<file path="src/rtl/nextasic_pkg.sv">
// Shared monitor-link constants and the transmit FSM state type.
package nextasic_pkg;

  localparam int unsigned MON_FRAME_W     = 40;
  localparam logic        MON_IDLE_LEVEL  = 1'b0;
  localparam logic        MON_START_LEVEL = 1'b1;

  typedef enum logic [2:0] {
    TX_IDLE,
    TX_START,
    TX_DATA,
    TX_PARITY,
    TX_GAP
  } tx_state_e;

endpackage

</file>
<file path="src/rtl/mon_frame_sender_if.sv">
// Frame push handshake between core logic and the monitor frame sender.
interface mon_frame_sender_if;
  import nextasic_pkg::*;

  logic [MON_FRAME_W-1:0] in_data;
  logic                   in_valid;
  logic                   in_ready;

  modport master (output in_data, output in_valid, input in_ready);
  modport slave  (input in_data, input in_valid, output in_ready);

endinterface

</file>
<file path="src/rtl/mon_tx_fifo.sv">
// Synchronous frame FIFO with extra-MSB pointers for full/empty detection.
module mon_tx_fifo
  import nextasic_pkg::*;
#(
  parameter int unsigned DEPTH = 4,
  parameter int unsigned W     = MON_FRAME_W
) (
  input  logic         clk_i,
  input  logic         rst_i,
  input  logic         push_i,
  input  logic [W-1:0] wr_data_i,
  output logic         full_o,
  input  logic         pop_i,
  output logic [W-1:0] rd_data_o,
  output logic         empty_o
);

  localparam int unsigned AW = $clog2(DEPTH);
  localparam logic [AW:0] PTR_ONE = {{AW{1'b0}}, 1'b1};

  logic [W-1:0] mem_q [DEPTH];
  logic [AW:0]  wr_ptr_q, wr_ptr_d;
  logic [AW:0]  rd_ptr_q, rd_ptr_d;
  logic         push_ok, pop_ok;

  assign full_o    = (wr_ptr_q[AW] != rd_ptr_q[AW]) &&
                     (wr_ptr_q[AW-1:0] == rd_ptr_q[AW-1:0]);
  assign empty_o   = (wr_ptr_q == rd_ptr_q);
  assign push_ok   = push_i & ~full_o;
  assign pop_ok    = pop_i & ~empty_o;
  assign rd_data_o = mem_q[rd_ptr_q[AW-1:0]];

  // Pointer advance for accepted pushes and pops.
  always_comb begin
    wr_ptr_d = wr_ptr_q;
    rd_ptr_d = rd_ptr_q;
    if (push_ok) wr_ptr_d = wr_ptr_q + PTR_ONE;
    if (pop_ok)  rd_ptr_d = rd_ptr_q + PTR_ONE;
  end

  // Pointer registers.
  always_ff @(posedge clk_i or posedge rst_i) begin
    if (rst_i) begin
      wr_ptr_q <= '0;
      rd_ptr_q <= '0;
    end else begin
      wr_ptr_q <= wr_ptr_d;
      rd_ptr_q <= rd_ptr_d;
    end
  end

  // Storage write; contents need no reset since the pointers gate reads.
  always_ff @(posedge clk_i) begin
    if (push_ok) mem_q[wr_ptr_q[AW-1:0]] <= wr_data_i;
  end

endmodule

</file>
<file path="src/rtl/mon_frame_sender.sv">
// Monitor link transmitter: buffers 40-bit frames and serialises them MSB first
// as start bit, data, optional parity, then a forced idle gap.
// Optional feature macro: MON_TX_PARITY_EN adds an even-parity bit after data[0].
module mon_frame_sender
  import nextasic_pkg::*;
#(
  parameter int unsigned FIFO_DEPTH = 4,
  parameter int unsigned GAP_CYCLES = 2,
  parameter int unsigned CNT_W      = 16
) (
  input  logic             mon_clk,
  input  logic             reset,
  mon_frame_sender_if.slave in_if,
  input  logic             tx_enable,
  output logic             from_mon,
  output logic             busy,
  output logic [CNT_W-1:0] frames_sent
);

  localparam int unsigned GW = $clog2(GAP_CYCLES + 1);

  tx_state_e              state_q, state_d;
  logic [MON_FRAME_W-1:0] shift_q, shift_d;
  logic [5:0]             bit_q, bit_d;
  logic [GW-1:0]          gap_q, gap_d;
  logic [CNT_W-1:0]       frames_sent_q, frames_sent_d;
  logic                   from_mon_q, from_mon_d;
  logic                   fifo_pop, fifo_full, fifo_empty;
  logic [MON_FRAME_W-1:0] fifo_data;
  logic                   launch, enter_gap;
`ifdef MON_TX_PARITY_EN
  logic                   par_q, par_d;
`endif

  mon_tx_fifo #(
    .DEPTH (FIFO_DEPTH),
    .W     (MON_FRAME_W)
  ) u_fifo (
    .clk_i     (mon_clk),
    .rst_i     (reset),
    .push_i    (in_if.in_valid),
    .wr_data_i (in_if.in_data),
    .full_o    (fifo_full),
    .pop_i     (fifo_pop),
    .rd_data_o (fifo_data),
    .empty_o   (fifo_empty)
  );

  assign in_if.in_ready = ~fifo_full;
  assign from_mon       = from_mon_q;
  assign busy           = (state_q != TX_IDLE) || !fifo_empty;
  assign frames_sent    = frames_sent_q;

  // Next state and next line level; from_mon_d is the level shown during the next state,
  // so a frame launch from IDLE or the last GAP cycle drives the start bit directly.
  always_comb begin
    state_d       = state_q;
    shift_d       = shift_q;
    bit_d         = bit_q;
    gap_d         = gap_q;
    frames_sent_d = frames_sent_q;
    from_mon_d    = MON_IDLE_LEVEL;
    fifo_pop      = 1'b0;
    enter_gap     = 1'b0;
`ifdef MON_TX_PARITY_EN
    par_d         = par_q;
`endif
    launch = tx_enable && !fifo_empty &&
             ((state_q == TX_IDLE) || ((state_q == TX_GAP) && (gap_q == '0)));

    case (state_q)
      TX_IDLE: ;
      TX_START: begin
        state_d    = TX_DATA;
        from_mon_d = shift_q[MON_FRAME_W-1];
        shift_d    = shift_q << 1;
        bit_d      = 6'(MON_FRAME_W - 1);
      end
      TX_DATA: begin
        if (bit_q == 6'd0) begin
`ifdef MON_TX_PARITY_EN
          state_d    = TX_PARITY;
          from_mon_d = par_q;
`else
          enter_gap  = 1'b1;
`endif
        end else begin
          from_mon_d = shift_q[MON_FRAME_W-1];
          shift_d    = shift_q << 1;
          bit_d      = bit_q - 6'd1;
        end
      end
`ifdef MON_TX_PARITY_EN
      TX_PARITY: enter_gap = 1'b1;
`endif
      TX_GAP: begin
        if (gap_q == '0) state_d = TX_IDLE;
        else             gap_d   = gap_q - GW'(1);
      end
      default: state_d = TX_IDLE;
    endcase

    if (enter_gap) begin
      state_d       = TX_GAP;
      gap_d         = GW'(GAP_CYCLES - 1);
      frames_sent_d = frames_sent_q + CNT_W'(1);
    end

    if (launch) begin
      fifo_pop   = 1'b1;
      shift_d    = fifo_data;
      state_d    = TX_START;
      from_mon_d = MON_START_LEVEL;
`ifdef MON_TX_PARITY_EN
      par_d      = ^fifo_data;
`endif
    end
  end

  // State, datapath and registered line output.
  always_ff @(posedge mon_clk or posedge reset) begin
    if (reset) begin
      state_q       <= TX_IDLE;
      shift_q       <= '0;
      bit_q         <= '0;
      gap_q         <= '0;
      frames_sent_q <= '0;
      from_mon_q    <= MON_IDLE_LEVEL;
`ifdef MON_TX_PARITY_EN
      par_q         <= 1'b0;
`endif
    end else begin
      state_q       <= state_d;
      shift_q       <= shift_d;
      bit_q         <= bit_d;
      gap_q         <= gap_d;
      frames_sent_q <= frames_sent_d;
      from_mon_q    <= from_mon_d;
`ifdef MON_TX_PARITY_EN
      par_q         <= par_d;
`endif
    end
  end

endmodule

</file>
<file path="src/flat_wrapper.sv">
// flat-port wrapper written by rule: the top's interface ports become plain ports
module mon_frame_sender_flat import nextasic_pkg::*;
#(
  parameter int unsigned FIFO_DEPTH = 4,
  parameter int unsigned GAP_CYCLES = 2,
  parameter int unsigned CNT_W      = 16
)
  (mon_clk, reset, tx_enable, from_mon, busy, frames_sent, in_if_in_data, in_if_in_valid, in_if_in_ready);
  mon_frame_sender_if in_if_i ();
  input  logic mon_clk;
  input  logic reset;
  input  logic tx_enable;
  output logic from_mon;
  output logic busy;
  output logic [CNT_W-1:0] frames_sent;
  input wire logic [$bits(in_if_i.in_data)-1:0] in_if_in_data;
  input wire logic [$bits(in_if_i.in_valid)-1:0] in_if_in_valid;
  output wire logic [$bits(in_if_i.in_ready)-1:0] in_if_in_ready;
  assign in_if_i.in_data = in_if_in_data;
  assign in_if_i.in_valid = in_if_in_valid;
  assign in_if_in_ready = in_if_i.in_ready;
  mon_frame_sender #(.FIFO_DEPTH(FIFO_DEPTH), .GAP_CYCLES(GAP_CYCLES), .CNT_W(CNT_W)) u_core (.mon_clk(mon_clk), .reset(reset), .in_if(in_if_i), .tx_enable(tx_enable), .from_mon(from_mon), .busy(busy), .frames_sent(frames_sent));
endmodule
</file>
<file path="config.mk">
export PLATFORM = sky130hd
export DESIGN_NAME = mon_frame_sender_flat
export DESIGN_NICKNAME = d
export VERILOG_FILES = /design/src/rtl/nextasic_pkg.sv /design/src/rtl/mon_frame_sender_if.sv /design/src/rtl/mon_tx_fifo.sv /design/src/rtl/mon_frame_sender.sv /design/src/flat_wrapper.sv
export SDC_FILE = /design/constraint.sdc
export NUM_CORES = 1
export LEC_CHECK = 0
export ABC_CLOCK_PERIOD_IN_PS = 6250
export CAP_MARGIN = 20
export CORE_MARGIN = 3
export CORE_UTILIZATION = 30
export CTS_BUF_LIST = sky130_fd_sc_hd__clkbuf_16
export DETAILED_ROUTE_END_ITERATION = 8
export GPL_TIMING_DRIVEN = 0
export PLACE_DENSITY_LB_ADDON = 0.25
export SLEW_MARGIN = 20
export SYNTH_ARGS = -nofsm -noshare
export SYNTH_HDL_FRONTEND = slang
export SYNTH_SLANG_ARGS = --single-unit
</file>
<file path="constraint.sdc">
create_clock -name mon_clk -period 6.25 [get_ports mon_clk]
set_input_delay 1.5625 -clock mon_clk [delete_from_list [all_inputs] [get_ports mon_clk]]
set_output_delay 1.5625 -clock mon_clk [all_outputs]
set_load 0.02 [all_outputs]
</file>
* After elaboration in Yosys (flattened, before gate mapping)
Memories as Yosys holds them, arrays and structs flattened. Index checks and enable logic that the tools add are counted.
Word-level totals: flip-flop bits (word level) 74, RAM bits 160, input bits 44, output and inout port bits 19, memories 1
Operators by class: add/subtract/negate cells 5, eq/ne operators 11, mux-type cells 20, bitwise gates (word level) 4, reductions and logical operators 19
Memory list:
- u_core.u_fifo.mem_q | words 4, width 40, rd ports 1, clocked after Yosys merged registers in 0, write ports 1, line mon_tx_fifo.sv:21 | logic [W-1:0] mem_q [DEPTH];
Operators by type and width (count):
- $mux 40 | 2
- $pmux 40 s2 | 1
- $add 16x1->16 const B | 1
- $pmux 6 s2 | 1
- $mux 3 | 3
- $pmux 3 s3 | 1
- $reduce_and 2->1 | 4
- $mux 1 | 7
- $add 3x1->3 const B | 2
- $logic_not 6->1 | 1
- $mux 2 | 3
- $mux 6 | 1
- $reduce_bool 3->1 | 2
- $sub 6x1->6 const B | 1
- $logic_and 1x1->1 | 4
- $ne 4x2->1 const B | 1
- $reduce_bool 2->1 | 2
- $eq 3x1->1 const B | 1
- $eq 3x2->1 const B | 1
- $eq 3x3->1 | 1
- $eq 3x3->1 const B | 1
- $logic_not 3->1 | 1
- $ne 3x1->1 const B | 1
- $ne 3x2->1 const B | 1
- 12 further kinds | 15

* Logic depth before layout (Yosys ltp)
depth in word-level cells 6, mapped depth 9

* Modules after synthesis
Synthesis repeated with hierarchy kept, for this count alone.
Second synthesis, totals: cell total of the unflattened synthesis 717, area, all modules 10462.5 µm²
Modules (own cells, without submodules):
- mon_tx_fifo | instances 1, cells each 259, area an instance 6294.8 µm², seq. area each 4954.8 µm²
- mon_frame_sender | instances 1, cells each 458, area an instance 4167.7 µm², seq. area each 1701.6 µm²

* Worst setup path after synthesis
No wires, ideal clock.
path kind input to register, from in in_if_in_valid, to mem u_core.u_fifo.mem_q[3][0] (netlist bit), enable pin, setup time 403 ps, data arrival time 2978 ps, required time 5847 ps, slack 2869 ps, cell stages on the path 3, buffers on the path 0, path through inv_1 -> a31oi_1 -> and2_1
On the way: cells in the longest elaborated chain, start to end 3
RTL lines:
- from (decl) | line flat_wrapper.sv:17 | input wire logic [$bits(in_if_i.in_valid)-1:0] in_if_in_valid;
- $and 1x1->1 | line mon_tx_fifo.sv:29 | assign push_ok = push_i & ~full_o;
- $mux 1 | line mon_tx_fifo.sv:54 | if (push_ok) mem_q[wr_ptr_q[AW-1:0]] <= wr_data_i;
- $mux 1 (not written as such) | line mon_tx_fifo.sv:54
- to (decl) | line mon_tx_fifo.sv:21
No other way between the ends.

* Worst setup path after layout
from reg u_core.u_fifo.rd_ptr_q[1], to out busy
On the way: cells in the longest elaborated chain, start to end 3
RTL lines:
- from (decl) | line mon_tx_fifo.sv:23 | logic [AW:0] rd_ptr_q, rd_ptr_d;
- from (signal assigned) | line mon_tx_fifo.sv:48 | rd_ptr_q <= rd_ptr_d;
- $eq 3x3->1 | line mon_tx_fifo.sv:28 | assign empty_o = (wr_ptr_q == rd_ptr_q);
- $logic_not 1->1 | line mon_frame_sender.sv:51 | assign busy = (state_q != TX_IDLE) || !fifo_empty;
- $logic_or 1x1->1 | line mon_frame_sender.sv:51
- to (decl) | line flat_wrapper.sv:14 | output logic busy;
No other way between the ends.

==> impl_metrics.yaml <==
yosys:
  synth_edf_count: 160
  ys_warn_count: 0
  synth_seq_area_share_pct: 71.0
  mappedNetlistArea_sq_um: 9370
  syn_avg_cell_area_sq_um: 16.8
  synth_cell_type_count: 47
  syn_inst: 559
  synth.ff_latch_count: 234
  syn-num-nets: 611
  ys_async_sr_fraction_pct: 31.6
  synth_flop_cell: "edfxtp_1"
placement:
  routabilityCongestion: 0.788
  dp_slack_ns: 2.48
  dpl.hpwl_um: 11400
  io_buffer_count: 62
  placed_cell_area_sq_um: 10500
clocking:
  clk_pin_slew_ns: 0.06
  htree_num_levels: 1
  numClockSinks: 234
  cts_root_buf: "clkbuf_16"
  numCtsBuffers: 26
  worstSkewPairLatency_ns: 0.54
  cts.hold.buffers_added: 0
  clockBufferDepth: 3
  cts_tree: "done"
  cts_resized: 0
  cts_setup_buffers: 0
floorplanning:
  initial_utilization_pct: 30.6
  fp.dieW_um: 183
  die_area_sq_um: 33400
  core_area_sq_um: 30700
  die_height_um: 183
  io_pins: 63
  placementRows: 64
grt:
  grt_pass1_vias: 5390
  use_met1_pct: 14.5
  track_usage_pct: 11.1
  grt_pass1_wl_um: 29600
  met3_usage_pct: 2.30
  grt_use_met2_pct: 19.0
  grt_overflow: 0
  top_usage_layer: "met2"
  antenna_found_initial: 1
  grt_max_degree: 44
power_and_ir_drop:
  internal_power_uw: 3830
  pwr-share-clk_pct: 28.4
  switchingPower_uw: 1720
  swShare_pct: 30.9
  combPwrFrac_pct: 30.4
  vdd_drop_max_uv: 271
  p_leak_uw: 0.00413
  power_density_nw_per_um2: 485
  seq_power_share_pct: 41.2
detailed_routing:
  drt-total-wl_um: 18400
  avgRoutedWirePerCell_um: 17.2
  drt_iter0_markers: 276
  drc_errors: 0
  drt_pre_antenna_iters: 4
  via_count: 4971
  postRouteAntennaNets: 0
  vias_per_cell: 4.66
sta:
  fin_skew_ns: 0.0249
  finalCriticalPeriod_ns: 3.82
  max_freq_ghz: 0.262
  fin_hold_ws_ns: 0.466
  rsz0062_at_grt: "false"
  report.final.setup_viol: 0
  slew_headroom_pct: 40.1
  finalSetupTns_ns: 0
  period_share_pct: 61.1
  final-hold-violation-count: 0
  fin_ws_ns: 2.43
  tightest_slew_ns: 0.899
  slew_violations: 0
critical_path:
  critPathArrivalTime_ns: 2.26
  cp-end-kind: "output port"
  cp-start-kind: "flop"
  cp_max_fo: 6
  crit_type: "flop to output port"
  critical_path_required_ns: 4.69
finish:
  post-route-util_pct: 37.3
  final_nets: 702
  diodes: 0
  syn_to_final_growth_pct: 21.9
  finish.instance_area_sq_um: 11400
  drive_gt1_share_pct: 15.7
  nFillCells: 2875
status:
  outcome: "finished clean"
run:
  cap_violations: 0
hold_path:
  hold_class: "flop to flop"
[cell type report]
class | count | area [sq um] | area share, %
repair buffers | 63 | 641 | 5.61
multi-input cells | 282 | 2530 | 22.2
well taps | 396 | 495 | 4.34
plain buffers | 28 | 134 | 1.17
inverters | 15 | 61.3 | 0.537
clock buffers | 27 | 676 | 5.91
flip-flops and latches | 234 | 6660 | 58.3
clock inverters | 21 | 230 | 2.02
[power groups by stage]
| stage | clock network (uW) | logic (uW) | registers (uW) |
|---|---|---|---|
| after global placement | 0 | 1670 | 2300 |
| final | 1580 | 1680 | 2280 |
| after CTS | 1620 | 1730 | 2290 |
| after detailed placement | 0 | 1730 | 2320 |
| after global routing | 1690 | 1890 | 2320 |
| after floorplan | 0 | 1280 | 2260 |
[cells in the mapped netlist, types with 2 or more instances]
| cell type | n | share of area (%) |
|---|---|---|
| a21oi_1 | 42 | 2.2 |
| a221o_1 | 2 | 0.21 |
| a2bb2oi_1 | 2 | 0.19 |
| and2_1 | 5 | 0.33 |
| and3_1 | 2 | 0.13 |
| buf_1 | 2 | 0.080 |
| buf_2 | 8 | 0.43 |
| buf_4 | 3 | 0.24 |
| clkbuf_1 | 14 | 0.56 |
| dfrtp_1 | 74 | 20 |
| edfxtp_1 | 160 | 51 |
| ha_1 | 8 | 1.1 |
| inv_1 | 14 | 0.56 |
| mux2i_1 | 39 | 4.2 |
| mux4_2 | 40 | 9.6 |
| nand2_1 | 15 | 0.60 |
| nand2b_1 | 3 | 0.20 |
| nand3_1 | 6 | 0.32 |
| nand4_1 | 7 | 0.47 |
| nor2_1 | 49 | 2.0 |
| nor3_1 | 2 | 0.11 |
| nor3_2 | 4 | 0.43 |
| nor4_1 | 2 | 0.13 |
| o21ai_0 | 7 | 0.37 |
| o22ai_1 | 2 | 0.13 |
| or3_1 | 2 | 0.13 |
| or3b_1 | 3 | 0.28 |
| xnor2_1 | 14 | 1.3 |
| xor2_1 | 10 | 0.93 |
[cells by family (layout without fill, tap and decap cells)]
family | Yosys count | in the layout | share of synthesized area, %
buf+inv | 43 | 154 | 2.06
flops | 234 | 234 | 71.0
xor+xnor | 24 | 24 | 2.24
compound gates | 62 | 62 | 3.77
fa+ha+maj | 8 | 8 | 1.07
mux | 80 | 80 | 13.9
simple gates | 108 | 108 | 5.93
[critical path, stage by stage, from the launching register on]
cell and delay, ns:
dfrtp_1 0.38, buf_2 0.18, xnor2_1 0.34, nand4_1 0.23
clkdlybuf4s50_1 0.59
[final timing paths]
| kind | from | endpoint | slack (ns) | cells past startpoint |
|---|---|---|---|---|
| worst max-delay path | u_core.u_fifo.rd_ptr_q[1] | busy | 2.43 | 4 |
| worst min-delay path | u_core.frames_sent[15] | u_core.frames_sent[15] | 0.47 | 1 |
| worst max register to register | u_core.u_fifo.rd_ptr_q[1] | u_core.shift_q[8] | 3.74 | 7 |
| worst min register to register | u_core.frames_sent[15] | u_core.frames_sent[15] | 0.47 | 1 |
| max in group asynchronous | reset | u_core.u_fifo.wr_ptr_q[0] | 4.26 | 3 |
| min in group asynchronous | reset | u_core.shift_q[16] | 1.40 | 2 |
[cell usage in the layout (no fill, tap or decap), types with 3 or more instances in the layout]
master,instances
a21oi_1,42
and2_4,4
buf_2,8
buf_4,3
bufinv_16,4
clkbuf_1,14
clkbuf_16,27
clkdlybuf4s50_1,62
clkinv_1,5
dfrtp_1,74
edfxtp_1,160
ha_1,8
inv_1,18
mux2i_1,39
mux4_2,40
nand2_1,15
nand2b_1,3
nand3_1,6
nand4_1,7
nor2_1,49
nor3_2,4
o21ai_0,7
or3b_1,3
xnor2_1,14
xor2_1,10
[registers in the layout, indices dropped and copies added (netlist names)]
name	cells
u_core.u_fifo.mem_q	160
u_core.gap_q	2
u_core.u_fifo.wr_ptr_q	3
u_core.u_fifo.rd_ptr_q	3
u_core.state_q	3
u_core.bit_q	6
u_core.from_mon	1
u_core.shift_q	40
u_core.frames_sent	16
[layer usage]
metal  up-vias  routed length, um
li1       2310                  -
met4         2                410
met3        27                836
met5         -                 11
met2        99               9150
met1      2533               7970
[through the flow]
stage | std cells | power [uW]
floorplan | 559 | 3550
global placement | 1017 | 3970
detailed placement | 1018 | 4050
CTS | 1066 | 5640
global route | 1066 | 5900
finish | 1066 | 5540
(Power assumes the default switching activity.)
